$ cat src/rtl/score_display_pkg.sv
// Shared constants for the seven-segment score display blocks: segment codes,
// the blank code, FSM state encoding and channel selection.
package score_display_pkg;

    typedef enum logic [1:0] {
        ST_IDLE = 2'd0,
        ST_CONV = 2'd1,
        ST_DONE = 2'd2
    } state_e;

    typedef enum logic {
        CH_SCORE = 1'b0,
        CH_HIGH  = 1'b1
    } chan_e;

    // Active-low segments, bit order gfedcba
    localparam logic [6:0] SEG_0     = 7'b1000000;
    localparam logic [6:0] SEG_1     = 7'b1111001;
    localparam logic [6:0] SEG_2     = 7'b0100100;
    localparam logic [6:0] SEG_3     = 7'b0110000;
    localparam logic [6:0] SEG_4     = 7'b0011001;
    localparam logic [6:0] SEG_5     = 7'b0010010;
    localparam logic [6:0] SEG_6     = 7'b0000010;
    localparam logic [6:0] SEG_7     = 7'b1111000;
    localparam logic [6:0] SEG_8     = 7'b0000000;
    localparam logic [6:0] SEG_9     = 7'b0010000;
    localparam logic [6:0] SEG_BLANK = 7'b1111111;

    localparam logic [3:0] CONV_BITS = 4'd8;

endpackage

$ cat src/rtl/score_display_seg7.sv
// Combinational BCD digit to active-low seven-segment decoder.
module seg7_decoder
    import score_display_pkg::*;
(
    input  logic [3:0] digit_i,
    output logic [6:0] seg_o
);

    always_comb begin
        seg_o = SEG_BLANK;
        case (digit_i)
            4'd0: seg_o = SEG_0;
            4'd1: seg_o = SEG_1;
            4'd2: seg_o = SEG_2;
            4'd3: seg_o = SEG_3;
            4'd4: seg_o = SEG_4;
            4'd5: seg_o = SEG_5;
            4'd6: seg_o = SEG_6;
            4'd7: seg_o = SEG_7;
            4'd8: seg_o = SEG_8;
            4'd9: seg_o = SEG_9;
            default: seg_o = SEG_BLANK;
        endcase
    end

endmodule

$ cat src/rtl/score_display.sv
// Score and high-score seven-segment display driven by one shared
// bit-serial double-dabble binary-to-BCD converter.
module score_display
    import score_display_pkg::*;
(
    input  logic       clk,
    input  logic       rst,
    input  logic [7:0] score,
    output logic [6:0] hex0,
    output logic [6:0] hex1,
    output logic [6:0] hex2,
    output logic [6:0] hex3,
    output logic [6:0] hex4,
    output logic [6:0] hex5,
    output logic [7:0] hi_score,
    output logic       busy
);

    state_e      state_q, state_d;
    chan_e       chan_q, chan_d;
    logic [19:0] sr_q, sr_d;
    logic [3:0]  cnt_q, cnt_d;
    logic [7:0]  last_score_q, last_score_d;
    logic [7:0]  last_hi_q, last_hi_d;
    logic [7:0]  hi_q, hi_d;
    logic [6:0]  hex0_q, hex1_q, hex2_q, hex3_q, hex4_q, hex5_q;
    logic [6:0]  hex0_d, hex1_d, hex2_d, hex3_d, hex4_d, hex5_d;
    logic [6:0]  seg_u, seg_t, seg_h;
    logic [6:0]  disp_u, disp_t, disp_h;

    // One double-dabble iteration: BCD lives in [19:8], binary in [7:0]
    function automatic logic [19:0] dabble_step(input logic [19:0] v);
        logic [19:0] r;
        r = v;
        for (int n = 0; n < 3; n++) begin
            if (r[8 + 4*n +: 4] >= 4'd5)
                r[8 + 4*n +: 4] = r[8 + 4*n +: 4] + 4'd3;
        end
        return {r[18:0], 1'b0};
    endfunction

    seg7_decoder u_dec_units (.digit_i(sr_q[11:8]),  .seg_o(seg_u));
    seg7_decoder u_dec_tens  (.digit_i(sr_q[15:12]), .seg_o(seg_t));
    seg7_decoder u_dec_hund  (.digit_i(sr_q[19:16]), .seg_o(seg_h));

    always_comb begin
        disp_u = seg_u;
        disp_h = (sr_q[19:16] == 4'd0) ? SEG_BLANK : seg_h;
        disp_t = (sr_q[19:12] == 8'd0) ? SEG_BLANK : seg_t;
    end

    always_comb begin
        state_d      = state_q;
        chan_d       = chan_q;
        sr_d         = sr_q;
        cnt_d        = cnt_q;
        last_score_d = last_score_q;
        last_hi_d    = last_hi_q;
        hi_d         = (score > hi_q) ? score : hi_q;
        hex0_d       = hex0_q;
        hex1_d       = hex1_q;
        hex2_d       = hex2_q;
        hex3_d       = hex3_q;
        hex4_d       = hex4_q;
        hex5_d       = hex5_q;
        case (state_q)
            ST_IDLE: begin
                if (score != last_score_q) begin
                    sr_d         = {12'd0, score};
                    last_score_d = score;
                    chan_d       = CH_SCORE;
                    cnt_d        = 4'd0;
                    state_d      = ST_CONV;
                end else if (hi_q != last_hi_q) begin
                    sr_d      = {12'd0, hi_q};
                    last_hi_d = hi_q;
                    chan_d    = CH_HIGH;
                    cnt_d     = 4'd0;
                    state_d   = ST_CONV;
                end
            end
            ST_CONV: begin
                // Extra cycle after the last shift keeps the 10-edge latency
                if (cnt_q == CONV_BITS) begin
                    state_d = ST_DONE;
                end else begin
                    sr_d  = dabble_step(sr_q);
                    cnt_d = cnt_q + 4'd1;
                end
            end
            ST_DONE: begin
                if (chan_q == CH_SCORE) begin
                    hex0_d = disp_u;
                    hex1_d = disp_t;
                    hex2_d = disp_h;
                end else begin
                    hex3_d = disp_u;
                    hex4_d = disp_t;
                    hex5_d = disp_h;
                end
                state_d = ST_IDLE;
            end
            default: state_d = ST_IDLE;
        endcase
    end

    always_ff @(posedge clk or negedge rst) begin
        if (!rst) begin
            state_q      <= ST_IDLE;
            chan_q       <= CH_SCORE;
            sr_q         <= 20'd0;
            cnt_q        <= 4'd0;
            last_score_q <= 8'd0;
            last_hi_q    <= 8'd0;
            hi_q         <= 8'd0;
            hex0_q       <= SEG_0;
            hex1_q       <= SEG_BLANK;
            hex2_q       <= SEG_BLANK;
            hex3_q       <= SEG_0;
            hex4_q       <= SEG_BLANK;
            hex5_q       <= SEG_BLANK;
        end else begin
            state_q      <= state_d;
            chan_q       <= chan_d;
            sr_q         <= sr_d;
            cnt_q        <= cnt_d;
            last_score_q <= last_score_d;
            last_hi_q    <= last_hi_d;
            hi_q         <= hi_d;
            hex0_q       <= hex0_d;
            hex1_q       <= hex1_d;
            hex2_q       <= hex2_d;
            hex3_q       <= hex3_d;
            hex4_q       <= hex4_d;
            hex5_q       <= hex5_d;
        end
    end

    assign hex0     = hex0_q;
    assign hex1     = hex1_q;
    assign hex2     = hex2_q;
    assign hex3     = hex3_q;
    assign hex4     = hex4_q;
    assign hex5     = hex5_q;
    assign hi_score = hi_q;
    assign busy     = (state_q != ST_IDLE);

endmodule

$ cat config.mk
export PLATFORM = sky130hd
export DESIGN_NAME = score_display
export DESIGN_NICKNAME = d
export VERILOG_FILES = /design/src/rtl/score_display_pkg.sv /design/src/rtl/score_display_seg7.sv /design/src/rtl/score_display.sv
export SDC_FILE = /design/constraint.sdc
export NUM_CORES = 1
export LEC_CHECK = 0
export CAP_MARGIN = 10
export CORE_MARGIN = 3
export CORE_UTILIZATION = 50
export CTS_CLUSTER_DIAMETER = 200
export DETAILED_ROUTE_END_ITERATION = 10
export DONT_BUFFER_PORTS = 1
export GPL_ROUTABILITY_DRIVEN = 0
export PLACE_DENSITY = 0.64
export SLEW_MARGIN = 20
export SYNTH_ARGS = -nofsm -noshare
export SYNTH_HDL_FRONTEND = slang
export SYNTH_SLANG_ARGS = --single-unit
export TNS_END_PERCENT = 20
$ cat constraint.sdc
create_clock -name clk -period 2.6 [get_ports clk]
set_input_delay 0.39 -clock clk [delete_from_list [all_inputs] [get_ports clk]]
set_output_delay 0.39 -clock clk [all_outputs]
set_load 0.03 [all_outputs]
==> impl_metrics.yaml, run 1 <==
placed_design:
  io_buffers: 0
  dp_hpwl_um: 6960
  pre_cts_slack_ps: 311
global_routing:
  grt_pass1_vias: 3413
  grt.total_usage: 0.187
  grt_pass1_wl_um: 16900
  grt_max_degree: 94
  antenna_found_initial: 0
  grt_overflow: 0
synth:
  ys_warn_count: 0
  synth-seq-cells: 93
  seq_area_frac_synth: 0.484
  synth_nets: 519
  synth-edff-count: 0
  synth_cell_type_count: 49
  synthFlopType: "dfrtp_1"
  synth_cells: 482
  syn_area_um2: 4880
  avgSynthCellArea_um2: 10.1
  synthArstFlopShare: 1.00
timing:
  finalClockSkew_ps: 11.1
  drv_slew: 0
  relSlewSlack: 0.569
  fin_crit_ps: 2330
  worst_slack_ps: 265
  finalSetupViolCount: 0
  rsz0062_at_grt: "no"
  max_freq_mhz: 428
  finalHoldViolations: 0
  finalSetupTns_ps: 0
  worst_pin_slew_ps: 638
  timing.final.crit_share: 0.898
power:
  p_per_area_nw_per_um2: 1410
  p_leak_nw: 2.43
  vdd_drop_max_mv: 0.603
  clkPwrFrac: 0.125
  combPwrFrac: 0.431
  switching_power_w: 0.00339
  p_int_w: 0.00410
  sw_frac_of_total: 0.452
  p_seq_frac: 0.444
critical_path:
  crit_fanout: 21
  critPathArrivalTime_ps: 2590
  critPathCaptureType: "register"
  cp.required_ps: 2850
  crit_path_start_kind: "register"
  path_class: "reg -> reg"
route:
  via_count: 3461
  drc_errors: 0
  drt_pass1_iterations: 4
  ant_nets: 0
  drt_iter0_drc: 196
  post_drt_wl_per_cell_um: 15.8
  viasPerCell: 5.54
  drt_wl_total_um: 9880
floorplan:
  top_level_ports: 61
  core-area_um2: 9370
  dieArea_um2: 11000
  initial_core_util: 0.521
  die_w_um: 105
  die_y_um: 105
  num_rows: 35
clock_network:
  path_clk_slew_ps: 100
  insertion_delay_ps: 370
  cts.repair.resized: 0
  tritoncts.num_buffers: 9
  cts.path.max_buffers: 2
  ctsRootBufferMaster: "clkbuf_8"
  postCtsHoldBufs: 2
  cts.sinks: 93
  cts_tree: "yes"
  htree_levels: 3
  postCtsSetupRepairBufs: 0
final_layout:
  nNetsFinal: 528
  syn2layout_area_growth_pct: 8.69
  layout_common_cells: "o21ai_0, dfrtp_1, nand2_1, dfstp_2"
  diodes: 0
  layout_commonest_cell: "o21ai_0"
  drive_gt1_frac: 0.214
min_path:
  hold_path.class: "in -> reg"
status:
  status: "finished clean"
run:
  maxCapViolCount: 0
## cells in the mapped netlist (all sizes together) (6+ instances only)
cell type / count / area (um2)
nor2: 20 / 75.1
dfstp: 30 / 788
nor3: 6 / 30.0
mux2: 35 / 428
nand3: 14 / 75.1
ha: 27 / 338
o21ai: 75 / 375
a21oi: 19 / 95.1
dfrtp: 63 / 1580
nand2: 55 / 206
o22ai: 6 / 37.5
a31oi: 8 / 50.1
clkbuf: 16 / 60.1
inv: 28 / 105
xor2: 8 / 70.1
xnor2: 11 / 96.3
buf: 6 / 41.3
## routing by layer
metal  track usage  wire length, um
met3        0.0408              490
met1         0.255             4610
met5             0                0
met2         0.298             4620
met4        0.0637              159
## through the flow
| step | total power (W) | instances | instance area (um2) | hold WS (ps) | utilization |
|---|---|---|---|---|---|
| finish | 0.00749 | 625 | 5310 | 170 | 0.566 |
| global placement | 0.00645 | 607 | 5080 | 98.0 | 0.542 |
| global route | 0.00813 | 625 | 5310 | 158 | 0.566 |
| CTS | 0.00756 | 625 | 5310 | 153 | 0.566 |
| floorplan | 0.00574 | 482 | 4880 | 94.4 | - |
| detailed placement | 0.00656 | 607 | 5080 | 99.0 | 0.542 |
## cell type report
class                      instances  area [um2]
clock buffer                      11         153
clock inverter                     5        38.8
fill                             831        4060
inverter                          29         109
multi-input combinational        338        2310
sequential                        93        2360
tap                              129         161
timing repair buffer              20         173
## registers in the layout (all words and copies together) (netlist names), 8 cells and up
name	count
last_score_q	8
sr_q	20
last_hi_q	8
hi_score	8
## power groups by stage
stage	logic (W)	registers (W)	clock network, W
after floorplan	0.00247	0.00327	0
after global placement	0.00312	0.00333	0
after detailed placement	0.00320	0.00336	0
after CTS	0.00325	0.00334	0.000970
after global routing	0.00367	0.00343	0.00103
final	0.00323	0.00333	0.000938
## logic make-up after synthesis
| group | share of synthesized area |
|---|---|
| buffers and inverters | 0.0430 |
| AND/OR/NAND/NOR | 0.122 |
| multiplexers | 0.0979 |
| AO/OA/AOI/OAI | 0.150 |
| adder cells (fa/ha/maj) | 0.0692 |
| flip-flops | 0.484 |
| XOR/XNOR | 0.0341 |
## worst max-delay path, cell delays in order (launching register included)
cell	delay, ps
dfrtp_1	460
xor2_1	190
nor4_1	370
a21oi_1	210
nor3b_4	310
inv_2	300
mux2_4	370
## worst paths after layout
| kind | start | to | slack, ps | depth (start not counted) |
|---|---|---|---|---|
| max | hi_score[2] | sr_q[3] | 270 | 6 |
| min | score[1] | hi_score[1] | 170 | 1 |
| max reg2reg | hi_score[2] | sr_q[3] | 270 | 6 |
| min reg2reg | cnt_q[2] | cnt_q[2] | 500 | 1 |
| max in group asynchronous | rst | hex1[2] | 1610 | 2 |
| min in group asynchronous | rst | hi_score[2] | 640 | 2 |
(Power assumes the default switching activity.)
==> run 2: changes to the inputs <==
CORE_ASPECT_RATIO = 1.2   (was default)
CTS_BUF_LIST = sky130_fd_sc_hd__clkbuf_8 sky130_fd_sc_hd__clkbuf_16   (was default)
==> run 2 against run 1 <==
Compared with the run above:
- die area about the same
- combinational power hardly changed
- power is 1.0% lower
- highest routed layer unchanged
==> impl_metrics.yaml, run 2 (synthesis results as in run 1) <==
clock_network:
  cts.path.max_buffers: 2
  ctsRootBufferMaster: "clkbuf_8"
  cts.sinks: 93
  cts.repair.resized: 0
  tritoncts.num_buffers: 9
  cts_tree: "yes"
  path_clk_slew_ps: 90
  insertion_delay_ps: 360
  htree_levels: 3
placed_design:
  dp_hpwl_um: 7240
  io_buffers: 0
global_routing:
  grt_max_degree: 94
  grt_pass1_wl_um: 17000
  grt_pass1_vias: 3516
  grt_overflow: 0
  antenna_found_initial: 0
  grt.total_usage: 0.196
timing:
  finalSetupTns_ps: 0
  relSlewSlack: 0.480
  rsz0062_at_grt: "no"
  drv_slew: 0
  max_freq_mhz: 443
  fin_crit_ps: 2260
  timing.final.crit_share: 0.868
  whs_ps: 177
  worst_pin_slew_ps: 778
  finalSetupViolCount: 0
  finalClockSkew_ps: 10.6
  finalHoldViolations: 0
route:
  drt_iter0_drc: 132
  ant_nets: 0
  drt_wl_total_um: 10100
  post_drt_wl_per_cell_um: 16.5
  via_count: 3472
  viasPerCell: 5.64
  drt_pass1_iterations: 4
  drc_errors: 0
critical_path:
  regToRegStartpoint: "hi_score[6]"
  critPathTopFamily: "flip-flops"
  crit_chain: "xor2_1, nor4_1, a21oi_1, nor3b_4, inv_2, mux2_4"
  crit_fanout: 21
  critPathCaptureType: "register"
  worst-path-buf-inv: 1
  critPathArrivalTime_ps: 2500
  crit_path_start_kind: "register"
  cp.required_ps: 2840
  cp_slowest_cell: "dfrtp_1"
  path_class: "reg -> reg"
  cpPeakStageDelay_ps: 560
  rr_endpoint: "sr_q[1]"
  r2r_cells: 6
  reg2reg_slack_ps: 340
floorplan:
  initial_core_util: 0.527
  dieArea_um2: 11000
  num_rows: 38
  die_y_um: 114
  die_w_um: 96.2
  top_level_ports: 61
  core-area_um2: 9270
final_layout:
  nNetsFinal: 528
  multi_input_area_um2: 2310
  drive_gt1_frac: 0.208
  regArea_um2: 2360
  regMostFlops: "sr_q"
  largest_register_ffs: 20
  fillCellCount: 826
  layout_common_cells: "o21ai_0, dfrtp_1, nand2_1, inv_1, dfstp_2"
  syn2layout_area_growth_pct: 8.30
  diodes: 0
  layout_commonest_cell: "o21ai_0"
power:
  switching_power_w: 0.00334
  p_seq_frac: 0.448
  combPwrFrac: 0.435
  p_per_area_nw_per_um2: 1400
  p_leak_nw: 2.44
  clkPwrFrac: 0.117
  vdd_drop_max_mv: 0.619
  p_int_w: 0.00408
  sw_frac_of_total: 0.451
status:
  status: "finished clean"
min_path:
  worst_hold_path.endpoint: "hi_score[7]"
  hold_path.class: "in -> reg"
  hp-start: "score[7]"
  whs_path_depth: 1
run:
  maxCapViolCount: 0
==> run 2: how the worst max path moves through the flow <==
stage	start	cells past startpoint	to	slack [ps]
3_5_place_dp	hi_score[6]	6	sr_q[5]	350
4_1_cts	hi_score[6]	6	sr_q[1]	340
6_report	hi_score[6]	6	sr_q[1]	340
3_3_place_gp	state_q[1]	5	sr_q[14]	380
5_1_grt	hi_score[6]	6	sr_q[7]	200
2_1_floorplan	hi_score[2]	7	hi_score[0]	390
==> run 2: layout make-up <==
cell class | count | share of cell area
clock buffer | 11 | 0.0286
sequential | 93 | 0.447
timing repair buffer | 20 | 0.0350
inverter | 29 | 0.0206
clock inverter | 5 | 0.00379
tap | 120 | 0.0284
multi-input combinational | 338 | 0.436
==> run 2: through the flow <==
step / total power [W] / util / std cells / worst slack, ps / area (um2)
after detailed placement: 0.00657 / 0.548 / 598 / 346 / 5080
final: 0.00742 / 0.570 / 616 / 344 / 5290
after floorplan: 0.00574 / - / 482 / 392 / 4880
after CTS: 0.00749 / 0.570 / 616 / 335 / 5290
after global placement: 0.00646 / 0.548 / 598 / 381 / 5080
after global routing: 0.00805 / 0.570 / 616 / 202 / 5290
==> run 2: per-layer routing <==
layer / vias to the layer above / GRT usage / share of wire
met3: 12 / 0.0454 / 0.058
met1: 1689 / 0.233 / 0.43
met4: 0 / 0.0778 / 0.017
met5: - / 0 / 0
li1: 1694 / - / -
met2: 77 / 0.337 / 0.50
==> run 2: power by group through the flow <==
stage | sequential (W) | clock, W | combinational (W)
5_1_grt | 0.00343 | 0.000951 | 0.00367
3_5_place_dp | 0.00336 | 0 | 0.00322
6_report | 0.00332 | 0.000868 | 0.00323
4_1_cts | 0.00333 | 0.000890 | 0.00326
3_3_place_gp | 0.00333 | 0 | 0.00313
2_1_floorplan | 0.00327 | 0 | 0.00247
==> run 2: repair_timing <==
item	in CTS	in global routing
hold buffers	2	0
setup buffers	0	0
hold endpoints to repair	93	0
==> run 2: worst register-to-register path: cells and delay by family (launching register included) <==
kind,cells,cell delay (ps)
flip-flops,1,560
XOR/XNOR,1,230
multiplexers,1,370
AND/OR/NAND/NOR,2,510
buffers and inverters,1,290
AO/OA/AOI/OAI,1,180
==> run 3: changes to the inputs <==
CAP_MARGIN = 20   (was 10)
CORE_ASPECT_RATIO = 1.75   (was 1.2)
==> run 3 against run 2 <==
Compared with the run above:
- clock power increased by 60%
- via count up 0.55%
- flip-flop and latch count did not move
- largest cell class unchanged
==> impl_metrics.yaml, run 3 (synthesis results as in run 1) <==
status:
  status: "finished clean"
global_routing:
  grt_overflow: 0
  antenna_found_initial: 0
  grt_pass1_vias: 3580
  grt_pass1_wl_um: 17700
  grt.total_usage: 0.209
  grt_max_degree: 94
route:
  ant_nets: 0
  drt_wl_total_um: 10600
  via_count: 3491
  drt_iter0_drc: 161
  viasPerCell: 5.65
  drt_pass1_iterations: 4
  drc_errors: 0
  post_drt_wl_per_cell_um: 17.1
timing:
  fin_crit_ps: 2360
  finalSetupViolCount: 0
  finalHoldViolations: 0
  drv_slew: 0
  finalClockSkew_ps: 7.90
  rsz0062_at_grt: "no"
  relSlewSlack: 0.633
  worst_slack_ps: 238
  max_freq_mhz: 423
  finalSetupTns_ps: 0
  whs_ps: 200
  timing.final.crit_share: 0.908
  worst_pin_slew_ps: 550
placed_design:
  io_buffers: 0
  dp_hpwl_um: 7650
  pre_cts_slack_ps: 209
final_layout:
  multi_input_area_um2: 2310
  fillCellCount: 838
  layout_common_cells: "o21ai_0, dfrtp_1, nand2_1, dfstp_2, inv_1"
  layout_commonest_cell: "o21ai_0"
  largest_register_ffs: 20
  regArea_um2: 2360
  nNetsFinal: 528
  regMostFlops: "sr_q"
  syn2layout_area_growth_pct: 11.0
  post-route-util: 0.573
  drive_gt1_frac: 0.214
  diodes: 0
floorplan:
  core-area_um2: 9470
  initial_core_util: 0.516
  die_y_um: 137
  top_level_ports: 61
  num_rows: 47
  dieArea_um2: 11000
  die_w_um: 80.7
critical_path:
  cp.required_ps: 2820
  path_class: "reg -> reg"
  critPathArrivalTime_ps: 2590
  cp_slowest_cell: "dfrtp_1"
  crit_path_start_kind: "register"
  cpPeakStageDelay_ps: 480
  crit_chain: "xor2_1, nor4_1, a21oi_1, nor3b_4, inv_2, mux2_4"
  critPathCaptureType: "register"
  crit_fanout: 21
clock_network:
  cts.repair.resized: 0
  tritoncts.num_buffers: 9
  cts_tree: "yes"
  path_clk_slew_ps: 60
  htree_levels: 3
  postCtsSetupRepairBufs: 0
  cts.path.max_buffers: 2
  ctsRootBufferMaster: "clkbuf_16"
  cts.sinks: 93
  insertion_delay_ps: 340
power:
  p_total_w: 0.00803
  p_leak_nw: 2.49
  p_per_area_nw_per_um2: 1480
  vdd_drop_max_mv: 0.641
min_path:
  hold_path.class: "in -> reg"
run:
  maxCapViolCount: 0
==> run 3: changes by cell type in the layout (fill, tap and decap cells not counted), moves of 2 or more <==
cell       delta
clkbuf_8     -11
clkbuf_16     +9
inv_1         -3
bufinv_16     +2
==> run 3: repair_timing <==
item	in CTS	in global routing
hold buffers	2	0
endpoints found under the setup margin	0	0
hold endpoints to repair	93	0
==> run 3: final cells by class <==
cell class / instances / area share
timing repair buffer: 20 / 0.0318
multi-input combinational: 338 / 0.426
sequential: 93 / 0.436
clock buffer: 9 / 0.0415
inverter: 29 / 0.0201
clock inverter: 7 / 0.0166
tap: 122 / 0.0281
==> run 3: final timing paths <==
path                        startpoint     endpoint  slack, ps  depth (start not counted)
max                        hi_score[6]      sr_q[1]        240                          6
min                           score[1]  hi_score[1]        200                          1
max reg2reg                hi_score[6]      sr_q[1]        240                          6
min reg2reg                   cnt_q[2]     cnt_q[2]        490                          1
max in group asynchronous          rst      hex4[2]       1560                          2
min in group asynchronous          rst      hex3[2]        620                          2
==> run 3: critical path: cells and delay by family (launching register included) <==
family                    cells  cell delay [ps]
and+or+nand+nor               2              680
DFF                           1              480
muxes                         1              370
buffers and inverters         1              290
AOI/OAI and AO/OA             1              220
xor gates and xnor gates      1              200
==> run 3: routing by layer <==
metal / track usage / up-vias / part of all wire
met3: 0.0481 / 17 / 0.056
met5: 0 / - / 0
li1: - / 1707 / -
met1: 0.228 / 1685 / 0.38
met4: 0.105 / 0 / 0.026
met2: 0.372 / 82 / 0.54
==> run 3: power breakdown <==
part           internal [W]  leakage (nW)  switching (W)
clock              0.000839         0.157       0.000555
combinational       0.00149          1.23        0.00183
sequential          0.00222          1.10        0.00111
==> run 3: metrics by stage <==
step / instances / cell area [um2]
after floorplan: 482 / 4880
after global placement: 600 / 5070
after detailed placement: 600 / 5070
after CTS: 618 / 5420
after global routing: 618 / 5420
final: 618 / 5420
